$ cat config.mk
export PLATFORM = sky130hd
export DESIGN_NAME = vend_change_dispenser
export DESIGN_NICKNAME = d
export VERILOG_FILES = /design/src/rtl/vend_pkg.sv /design/src/rtl/vend_stock_counter.sv /design/src/rtl/vend_change_dispenser.sv
export SDC_FILE = /design/constraint.sdc
export NUM_CORES = 1
export LEC_CHECK = 0
export CORE_ASPECT_RATIO = 1.75
export CORE_MARGIN = 2
export CORE_UTILIZATION = 45
export CTS_BUF_LIST = sky130_fd_sc_hd__clkbuf_2 sky130_fd_sc_hd__clkbuf_4 sky130_fd_sc_hd__clkbuf_8
export CTS_CLUSTER_DIAMETER = 120
export DETAILED_ROUTE_END_ITERATION = 6
export PLACE_DENSITY = 0.81
export SLEW_MARGIN = 10
export SYNTH_ARGS = -nofsm -noshare
export SYNTH_HDL_FRONTEND = slang
export SYNTH_SLANG_ARGS = --single-unit
$ cat constraint.sdc
create_clock -name clk -period 2.7 [get_ports clk]
set_input_delay 0.675 -clock clk [delete_from_list [all_inputs] [get_ports clk]]
set_output_delay 0.675 -clock clk [all_outputs]
set_load 0.005 [all_outputs]
$ cat src/rtl/vend_pkg.sv
// Shared vending-machine definitions: coin codes on the hopper bus and the
// change-dispenser state encoding used by both the dispenser and the controller.
package vend_pkg;

    localparam logic [1:0] COIN_NONE = 2'd0;
    localparam logic [1:0] COIN_LO   = 2'd1;
    localparam logic [1:0] COIN_HI   = 2'd2;

    typedef enum logic [1:0] {
        ST_IDLE,
        ST_SELECT,
        ST_ISSUE,
        ST_DONE
    } disp_state_t;

endpackage

$ cat src/rtl/vend_stock_counter.sv
// Coin stock counter: loads INIT on reset, saturates at all-ones on refill and
// holds when a refill and a dispense land in the same cycle.
module vend_stock_counter #(
    parameter int WIDTH = 8,
    parameter int INIT  = 0
) (
    input  logic             clk,
    input  logic             rst,
    input  logic             inc,
    input  logic             dec,
    output logic [WIDTH-1:0] count
);

    always_ff @(posedge clk or negedge rst) begin
        if (!rst) begin
            count <= WIDTH'(INIT);
        end else if (inc && !dec) begin
            if (count != '1)
                count <= count + 1'b1;
        end else if (dec && !inc) begin
            if (count != '0)
                count <= count - 1'b1;
        end
    end

endmodule

$ cat src/rtl/vend_change_dispenser.sv
// Greedy two-denomination change payout driving a coin hopper with per-coin ack.
// Define CHANGE_TIMEOUT_EN to abort a payout when the hopper stops acknowledging.
module vend_change_dispenser
    import vend_pkg::*;
#(
    parameter int AMT_W         = 8,
    parameter int HI_VAL        = 5,
    parameter int STOCK_W       = 8,
    parameter int STOCK_INIT_LO = 50,
    parameter int STOCK_INIT_HI = 20,
    parameter int TIMEOUT_CYC   = 255
) (
    input  logic               clk,
    input  logic               rst,
    input  logic               req_valid,
    input  logic [AMT_W-1:0]   req_amount,
    output logic               req_ready,
    output logic [1:0]         coin,
    input  logic               coin_ack,
    output logic               done,
    output logic               short,
    output logic [AMT_W-1:0]   short_amount,
    input  logic               refill_lo,
    input  logic               refill_hi,
    output logic [STOCK_W-1:0] stock_lo,
    output logic [STOCK_W-1:0] stock_hi
);

    localparam logic [AMT_W-1:0] HI_AMT = AMT_W'(HI_VAL);
    localparam logic [AMT_W-1:0] LO_AMT = AMT_W'(1);

    if (HI_VAL < 2 || TIMEOUT_CYC < 1) begin : g_bad_param
        $error("vend_change_dispenser: HI_VAL must exceed 1 and TIMEOUT_CYC must be positive");
    end

    disp_state_t      state;
    logic [AMT_W-1:0] remaining;
    logic             dec_lo;
    logic             dec_hi;

`ifdef CHANGE_TIMEOUT_EN
    localparam int TO_W = $clog2(TIMEOUT_CYC + 1);
    localparam logic [TO_W-1:0] TO_LAST = TO_W'(TIMEOUT_CYC - 1);
    logic [TO_W-1:0] wait_cnt;
`endif

    // Stock only moves on the ack cycle of the coin actually being held.
    assign dec_lo = (state == ST_ISSUE) && coin_ack && (coin == COIN_LO);
    assign dec_hi = (state == ST_ISSUE) && coin_ack && (coin == COIN_HI);

    vend_stock_counter #(
        .WIDTH (STOCK_W),
        .INIT  (STOCK_INIT_LO)
    ) u_stock_lo (
        .clk   (clk),
        .rst   (rst),
        .inc   (refill_lo),
        .dec   (dec_lo),
        .count (stock_lo)
    );

    vend_stock_counter #(
        .WIDTH (STOCK_W),
        .INIT  (STOCK_INIT_HI)
    ) u_stock_hi (
        .clk   (clk),
        .rst   (rst),
        .inc   (refill_hi),
        .dec   (dec_hi),
        .count (stock_hi)
    );

    always_ff @(posedge clk or negedge rst) begin
        if (!rst) begin
            state        <= ST_IDLE;
            coin         <= COIN_NONE;
            done         <= 1'b0;
            short        <= 1'b0;
            short_amount <= '0;
            remaining    <= '0;
            req_ready    <= 1'b1;
`ifdef CHANGE_TIMEOUT_EN
            wait_cnt     <= '0;
`endif
        end else begin
            done         <= 1'b0;
            short        <= 1'b0;
            short_amount <= '0;
            case (state)
                ST_IDLE: begin
                    if (req_valid) begin
                        remaining <= req_amount;
                        req_ready <= 1'b0;
                        state     <= ST_SELECT;
                    end
                end
                ST_SELECT: begin
`ifdef CHANGE_TIMEOUT_EN
                    wait_cnt <= '0;
`endif
                    if (remaining >= HI_AMT && stock_hi != '0) begin
                        coin  <= COIN_HI;
                        state <= ST_ISSUE;
                    end else if (remaining != '0 && stock_lo != '0) begin
                        coin  <= COIN_LO;
                        state <= ST_ISSUE;
                    end else begin
                        // remaining is zero on a clean finish, so it doubles as the shortfall
                        done         <= 1'b1;
                        short        <= (remaining != '0);
                        short_amount <= remaining;
                        state        <= ST_DONE;
                    end
                end
                ST_ISSUE: begin
                    if (coin_ack) begin
                        remaining <= remaining - ((coin == COIN_HI) ? HI_AMT : LO_AMT);
                        coin      <= COIN_NONE;
                        state     <= ST_SELECT;
                    end
`ifdef CHANGE_TIMEOUT_EN
                    else if (wait_cnt == TO_LAST) begin
                        coin         <= COIN_NONE;
                        done         <= 1'b1;
                        short        <= 1'b1;
                        short_amount <= remaining;
                        state        <= ST_DONE;
                    end else begin
                        wait_cnt <= wait_cnt + 1'b1;
                    end
`endif
                end
                ST_DONE: begin
                    req_ready <= 1'b1;
                    state     <= ST_IDLE;
                end
                default: begin
                    coin      <= COIN_NONE;
                    req_ready <= 1'b1;
                    state     <= ST_IDLE;
                end
            endcase
        end
    end

endmodule

==> results.md, run 1 <==
- Power Density: 1159 mW/mm²
- Worst Path Max Fanout: 7
- TritonCTS clock tree: built
- Cells after Synth: 252
- DRT iter0 DRCs: 66
- Nets: 359
- I/O Buffers: 42
- Global route overflow: 0
- Clock-pin slew on the worst setup and hold paths: 90 ps
- Drt wl/cell: 15.30 µm
- Fin crit share: 92.78%
- Placed Area: 0.003108 mm²
- Fill count: 414
- Seq/Total Area, Yosys: 40.68%
- Yosys cell types: 50
- Most common flop cell mapped by yosys: dfrtp_1
- Worst vdd ir: 601.4 µV
- First-pass GRT wire length: 9.777 mm
- RSZ-0062 raised after global routing: no
- Max_cap viols: 0
- R2R depth: 8
- Fin. max-slew vios: 0
- Die Footprint: 0.005997 mm²
- Placed cells: 375
- Total Wirelength: 5.860 mm
- Post-Syn Area: 0.002417 mm²
- Pin count of the biggest net entering global routing: 40
- Ys async rst share: 100.0%
- Die Wd: 59.41 µm
- Detail Route Antenna Nets: 0
- Vias/cell: 5.674
- Max Root-Sink Buffers: 2
- Final worst setup slack: 194.9 ps
- Fmax: 399.2 MHz
- Finished Layout Cells: 383
- H-tree levels: 2
- Final setup viols: 0
- Pleak: 1.396 nW
- Critical Path Sink Type: flip-flop
- Startpoint Class: primary input
- Most Crowded Layer GR: met2
- Rows: 35
- Syn_nets: 284
- Critical Path RT: 2890 ps
- Worst-skew pair later-pin latency: 300 ps
- Num Clock Sinks: 39
- DP HPWL: 4.305 mm
- Root Buffer: clkbuf_8
- Yosys warnings: 0
- Via total after detailed routing: 2173
- Vias in the first global route: 2190
- Final core occ: 63.19%
- Post-route cell area: 0.003293 mm²
- Final Hold Viols: 0
- Synthesis-to-layout area growth: 36.23%
- Critical path arrival: 2690 ps
- Status: finished clean
- Initial antenna violation count: 0
- DRC viols: 0
- Min cycle time layout: 2505 ps
- CP Class: in2reg
- Normalized max-slew margin: 41.23%
- Post-CTS Setup Bufs: 0
- GP Congestion: 0.8637
- Post-synth EDFFs: 0
- DP Worst Slack: -365.3 ps
- GRT met3 Usage: 2.439%
- First drt pass iteration count: 5
- IO Count: 43
- Layout cells sized above 1: 21.95%
- Synth Register Bits: 39
- CTS Buf Count: 5
- Total power draw: 3.817 mW
- Floorplan die height: 101.0 µm
- Global Route met2 Usage: 38.88%
- Worst-Margin Slew: 881.5 ps
- Met1 Usage GRT: 22.96%
- Core area: 0.005211 mm²
- ANT cells: 0
- Syn avg cell area: 9.593 µm²
- Hold crit path type: in2async
- Fin Clk Skew: 11.44 ps
- Initial Utilization: 46.39%
- Total track usage: 21.17%
## through the flow
step	TNS, ps	hold WS, ps
2_1_floorplan	0	379.4
6_report	0	496.9
5_1_grt	0	565.0
4_1_cts	-26.35	509.7
3_3_place_gp	-2030	483.8
3_5_place_dp	-2307	504.6
## registers in the layout, summed over array words and instances, names as in the netlist
name,count
short,1
coin,2
req_ready,1
remaining,8
done,1
u_stock_hi.count,8
short_amount,8
u_stock_lo.count,8
state,2
## what timing repair did
| item | CTS | global route |
|---|---|---|
| pin swaps | 0 | 6 |
| resized for setup | 3 | 11 |
| endpoints found under the setup margin | 4 | 7 |
| hold buffers | 0 | 0 |
## Yosys cell counts, drive strengths merged, types with 3 or more instances
library cell	number	area (µm²)
nand3b	3	22.52
clkbuf	3	11.26
a21oi	30	161.4
dfstp	6	157.7
ha	16	200.2
o21a	4	30.03
nor3	6	30.03
xnor2	7	61.31
nand4	6	37.54
xor2	4	35.03
o211ai	4	30.03
nor2b	5	31.28
inv	11	41.29
nor2	24	92.59
and2	10	63.81
nand2	14	52.55
a31o	3	26.28
nand2b	8	50.05
or3	5	31.28
or4	7	63.81
o22ai	5	43.79
dfrtp	33	825.8
nand3	4	20.02
o21ai	11	66.32
## logic make-up (layout without fill, tap and decap cells)
kind of cell               Yosys count  count (layout)  share of synthesized area, %
AOI/OAI and AO/OA                   73              73                         20.60
DFF                                 39              39                         40.68
xor gates and xnor gates            11              11                         3.985
muxes                                2               2                         1.087
adders and majority gates           18              18                         9.938
buffers and inverters               16              92                         2.950
and+or+nand+nor                     93              93                         20.76
## final timing paths
path	from	slack [ps]	to
max	refill_hi	190	u_stock_hi.count[6]$_DFFE_PN0P_
min	rst	500	coin[0]$_DFFE_PN0P_
max reg2reg	state[0]$_DFFE_PN0P_	210	u_stock_hi.count[6]$_DFFE_PN0P_
min reg2reg	req_ready$_DFFE_PN1P_	510	req_ready$_DFFE_PN1P_
max in group asynchronous	rst	1650	remaining[0]$_DFFE_PN0P_
min in group clk	req_ready$_DFFE_PN1P_	510	req_ready$_DFFE_PN1P_
## where the power goes
part / internal [mW] / switching [mW] / total [mW]
Sequential: 0.841 / 0.340 / 1.18
Clock: 0.304 / 0.223 / 0.527
Combinational: 1.16 / 0.951 / 2.11
Total: 2.30 / 1.51 / 3.82
## final cells by class
| class | count | area, µm² | share of cell area [%] |
|---|---|---|---|
| inverters | 11 | 41.29 | 1.254 |
| clock buffers | 6 | 82.58 | 2.508 |
| repair buffers | 73 | 658.1 | 19.98 |
| well taps | 55 | 68.82 | 2.090 |
| multi-input cells | 197 | 1420 | 43.12 |
| flip-flops and latches | 39 | 983.4 | 29.86 |
| clock inverters | 2 | 38.79 | 1.178 |
## worst max-delay path: stages
cell and delay [ps]:
clkdlybuf4s50_1 540, o21ai_4 130, buf_6 160, ha_1 340
o211ai_1 140, a31oi_1 130, or3_1 330, a31o_2 250
## layout by cell type (no fill, tap or decap), types with 7 or more instances in the layout
master	instances
and2_1	9
ha_1	14
a21oi_1	26
nand2_1	14
nor2_1	23
clkdlybuf4s50_1	40
dfrtp_1	33
xnor2_1	7
o21ai_0	8
nand2b_1	8
buf_4	29
inv_1	11
## per-layer routing
metal	vias to the layer above	routed length, µm	share of wire [%]
li1	1069	-	-
met1	1040	2185	37
met2	51	3344	57
met3	13	142	2.4
met4	0	187	3.2
met5	-	0	0
(Power assumes the default switching activity.)
==> inputs of run 2 (changes only) <==
- CTS_CLUSTER_DIAMETER: 120 -> 100
==> results of run 2 <==
No change in the layout: final DEF, timing and power equal those of run 1.
==> inputs of run 3 (changes only) <==
- PLACE_DENSITY: 0.81 -> 0.8
- SYNTH_HIERARCHICAL: unset -> 1
==> run 3 against run 2 <==
  * Hold slack worse by 4.4 ps
  * Area after synthesis is 3.1% higher
  * Sequential share of layout area is 1.3 points lower
  * Final cell count is 7.8% higher
  * Flip-flop and latch count stayed put
  * Die area is 2.9% higher
  * Wire length is 3.5% higher
  * Clock power is 6.6% lower
  * Synthesized cell count is 1.2% higher
  * Global-route usage is 0.065 points higher
  * Count of clock-buffer cells in the layout is 1 lower
  * Via count is 3.3% higher
==> results.md, run 3 <==
- Vias in the first global route: 2216 (+1.2%)
- Post-Syn Area: 0.002491 mm² (+3.1%)
- Rows: 35 (unchanged)
- Final Hold Viols: 0 (unchanged)
- DP Worst Slack: -741.1 ps (-375.8 ps)
- Initial antenna violation count: 0 (unchanged)
- Synthesis-to-layout area growth: 38.37%
- Pleak: 1.455 nW (+4.2%)
- H-tree levels: 2 (unchanged)
- Syn avg cell area: 9.769 µm² (+1.8%)
- FF-to-FF Start: state[1]$_DFFE_PN0P_
- RSZ-0062 raised after global routing: no
- Cells after Synth: 255 (+1.2%)
- Seq/Total Area, Yosys: 39.48% (-1.2 points)
- CTS Buf Count: 5 (unchanged)
- Detail Route Antenna Nets: 0 (unchanged)
- Initial Utilization: 47.01% (+0.63 points)
- Pin count of the biggest net entering global routing: 40 (unchanged)
- Post-synth EDFFs: 0 (unchanged)
- Worst Path Buf+Inv: 3 (+1)
- Min cycle time layout: 2609 ps (+103.7 ps)
- Hold crit path type: in2async
- Via total after detailed routing: 2244 (+3.3%)
- Hold buffers post-CTS: 0 (unchanged)
- Vias/cell: 5.433 (-4.2%)
- Die Wd: 60.25 µm (+1.4%)
- Fill count: 437 (+5.6%)
- Max Root-Sink Buffers: 2 (unchanged)
- Fmax: 383.3 MHz (-4.0%)
- Layout cells sized above 1: 24.48% (+2.5 points)
- First drt pass iteration count: 4 (-1)
- Startpoint Class: primary input
- Placed Area: 0.003271 mm² (+5.2%)
- Most common flop cell mapped by yosys: dfrtp_1
- Yosys warnings: 6 (+6)
- Synth Register Bits: 39 (unchanged)
- Most frequent cell after synthesis: dfrtp_1
- DP HPWL: 4.558 mm (+5.9%)
- Root Buffer: clkbuf_8
- Critical Path Sink Type: flip-flop
- Max_cap viols: 0 (unchanged)
- DRT iter0 DRCs: 66 (unchanged)
- Ys async rst share: 100.0% (unchanged)
- Normalized max-slew margin: 40.99% (-0.24 points)
- Worst-Margin Slew: 885.1 ps (+3.650 ps)
- Register-to-register setup slack: 200 ps (about the same)
- Status: finished clean
- Critical-path top delay cell: clkdlybuf4s50_1
- Die Footprint: 0.006171 mm² (+2.9%)
- Clock-pin slew on the worst setup and hold paths: 80 ps (about the same)
- CP top delay family: buffers and inverters
- Num Clock Sinks: 39 (unchanged)
- Worst vdd ir: 588.1 µV (-2.2%)
- First-pass GRT wire length: 9.901 mm (+1.3%)
- Commonest non-fill, non-tap cell in the layout: clkdlybuf4s50_1
- Yosys cell types: 45 (-10%)
- R2R depth: 13 (+5)
- DRC viols: 0 (unchanged)
- Fin crit share: 96.63% (+3.8 points)
- CP cell instances: clkdlybuf4s50_1, ha_1, inv_2, buf_4, fa_1, a21oi_2, o211ai_1, a21oi_1, xnor2_1, mux2_4
- Area contributors post-synth: dfrtp_1, ha_1, dfstp_2
- Final core occ: 65.05% (+1.9 points)
- GP Congestion: 0.9716 (+12%)
- Syn_nets: 288 (+1.4%)
- CP Class: in2reg
- Final setup viols: 0 (unchanged)
- I/O Buffers: 42 (unchanged)
- Cell taking the most area after synthesis: dfrtp_1
- Final worst setup slack: 91.12 ps (-103.7 ps)
- Core area: 0.005299 mm² (+1.7%)
- Top-area cell type share of the netlist area: 33.15% (-1.0 points)
- Floorplan die height: 102.4 µm (+1.5%)
- Drt wl/cell: 14.69 µm (-4.0%)
- Nets: 371 (+3.3%)
- IO Count: 43 (unchanged)
- Critical path arrival: 2780 ps (+90 ps)
- Total Wirelength: 6.068 mm (+3.5%)
- ANT cells: 0 (unchanged)
- Power Density: 1163 mW/mm² (+0.31%)
- TritonCTS clock tree: built
- Post-synth top cells: dfrtp_1, nand2_1, a21oi_1, ha_1
- Post-route cell area: 0.003447 mm² (+4.7%)
- Global route overflow: 0 (unchanged)
- Worst-skew pair later-pin latency: 290 ps (about the same)
- Commonest cells after routing, fill and taps aside: clkdlybuf4s50_1, buf_4, dfrtp_1
- Fin Clk Skew: 8.118 ps (-3.326 ps)
- Max stage delay on crit path: 480 ps (-60 ps)
- Fin. max-slew vios: 0 (unchanged)
- Total track usage: 21.24% (+0.065 points)
- Post-CTS Setup Bufs: 0 (unchanged)
- Critical Path RT: 2880 ps (about the same)
- Worst Path Max Fanout: 8 (+1)
- RR Endpoint: u_stock_lo/count[7]$_DFFE_PN0P_
## run 3: cell types whose count changed after synthesis, sizes merged, moves of 3 or more
cell,before,now
nor2,24,16
xor2,4,7
or4,7,3
o21a,4,0
inv,11,8
a2bb2oi,1,4
nor4,0,6
o21ai,11,23
a21oi,30,18
nand3b,3,0
a31o,3,0
nand2,14,22
## run 3: final cells by class
type,instances,area (µm²),share of cell area [%]
Inverter,8,35.03,1.016
Tap cell,74,92.59,2.686
Clock buffer,5,68.82,1.996
Clock inverter,3,43.79,1.270
Timing Repair Buffer,81,703.2,20.40
Multi-Input combinational cell,203,1520,44.10
Sequential cell,39,983.4,28.53
## run 3: through the flow
stage          hold WS, ps  cells  power [mW]  TNS (ps)
5_1_grt              556.7    413       4.323         0
3_5_place_dp         485.8    405       3.411     -6835
4_1_cts              499.4    413       3.968         0
2_1_floorplan        379.4    255       2.481         0
6_report             492.5    413       4.008         0
3_3_place_gp         485.8    405       3.328     -6163
## run 3: layer usage
| layer | part of all wire, % | GRT usage, % | routed length [µm] | vias to the layer above |
|---|---|---|---|---|
| met4 | 2.2 | 8.376 | 133 | 0 |
| met5 | 0 | 0 | 0 | - |
| met3 | 4.4 | 3.165 | 266 | 10 |
| li1 | - | - | - | 1099 |
| met2 | 55 | 39.13 | 3347 | 64 |
| met1 | 38 | 23.47 | 2320 | 1071 |
## run 3: report_power, final
group	switching [mW]	internal, mW	total, mW
combinational	1.04	1.29	2.33
clock	0.217	0.275	0.492
sequential	0.343	0.844	1.19
total	1.60	2.41	4.01
## run 3: what timing repair did
action | CTS | global route
pin swaps | 2 | 9
gates resized for setup | 10 | 13
setup endpoints to repair | 11 | 6
hold endpoints to repair | 0 | 0
## run 3: worst max path at each step
stage / start / end / depth (start not counted)
after floorplan: state[1]$_DFFE_PN0P_ / u_stock_lo/count[7]$_DFFE_PN0P_ / 12
after global placement: coin_ack / u_stock_lo/count[7]$_DFFE_PN0P_ / 11
after detailed placement: coin_ack / u_stock_lo/count[7]$_DFFE_PN0P_ / 11
after CTS: coin_ack / u_stock_lo/count[6]$_DFFE_PN0P_ / 13
after global routing: refill_hi / u_stock_hi/count[6]$_DFFE_PN0P_ / 10
final: refill_hi / u_stock_hi/count[6]$_DFFE_PN0P_ / 10
## run 3: cell families (layout without fill, tap and decap cells)
logic type	count (synthesis)	count (layout)	synth area share, %
adders and majority gates	19	19	10.15
muxes	4	4	2.411
AOI/OAI and AO/OA	72	72	19.44
buffers and inverters	13	97	2.561
DFF	39	39	39.48
xor gates and xnor gates	15	15	5.274
and+or+nand+nor	93	93	20.69
## run 3: worst register-to-register path, delay by kind of cell, from the launching register on
family                   cells  cell delay, ps
buffers and inverters        3             320
XOR/XNOR                     1             170
adder cells (fa/ha/maj)      2             480
flip-flops                   1             380
AND/OR/NAND/NOR              3             300
AO/OA/AOI/OAI                4             770
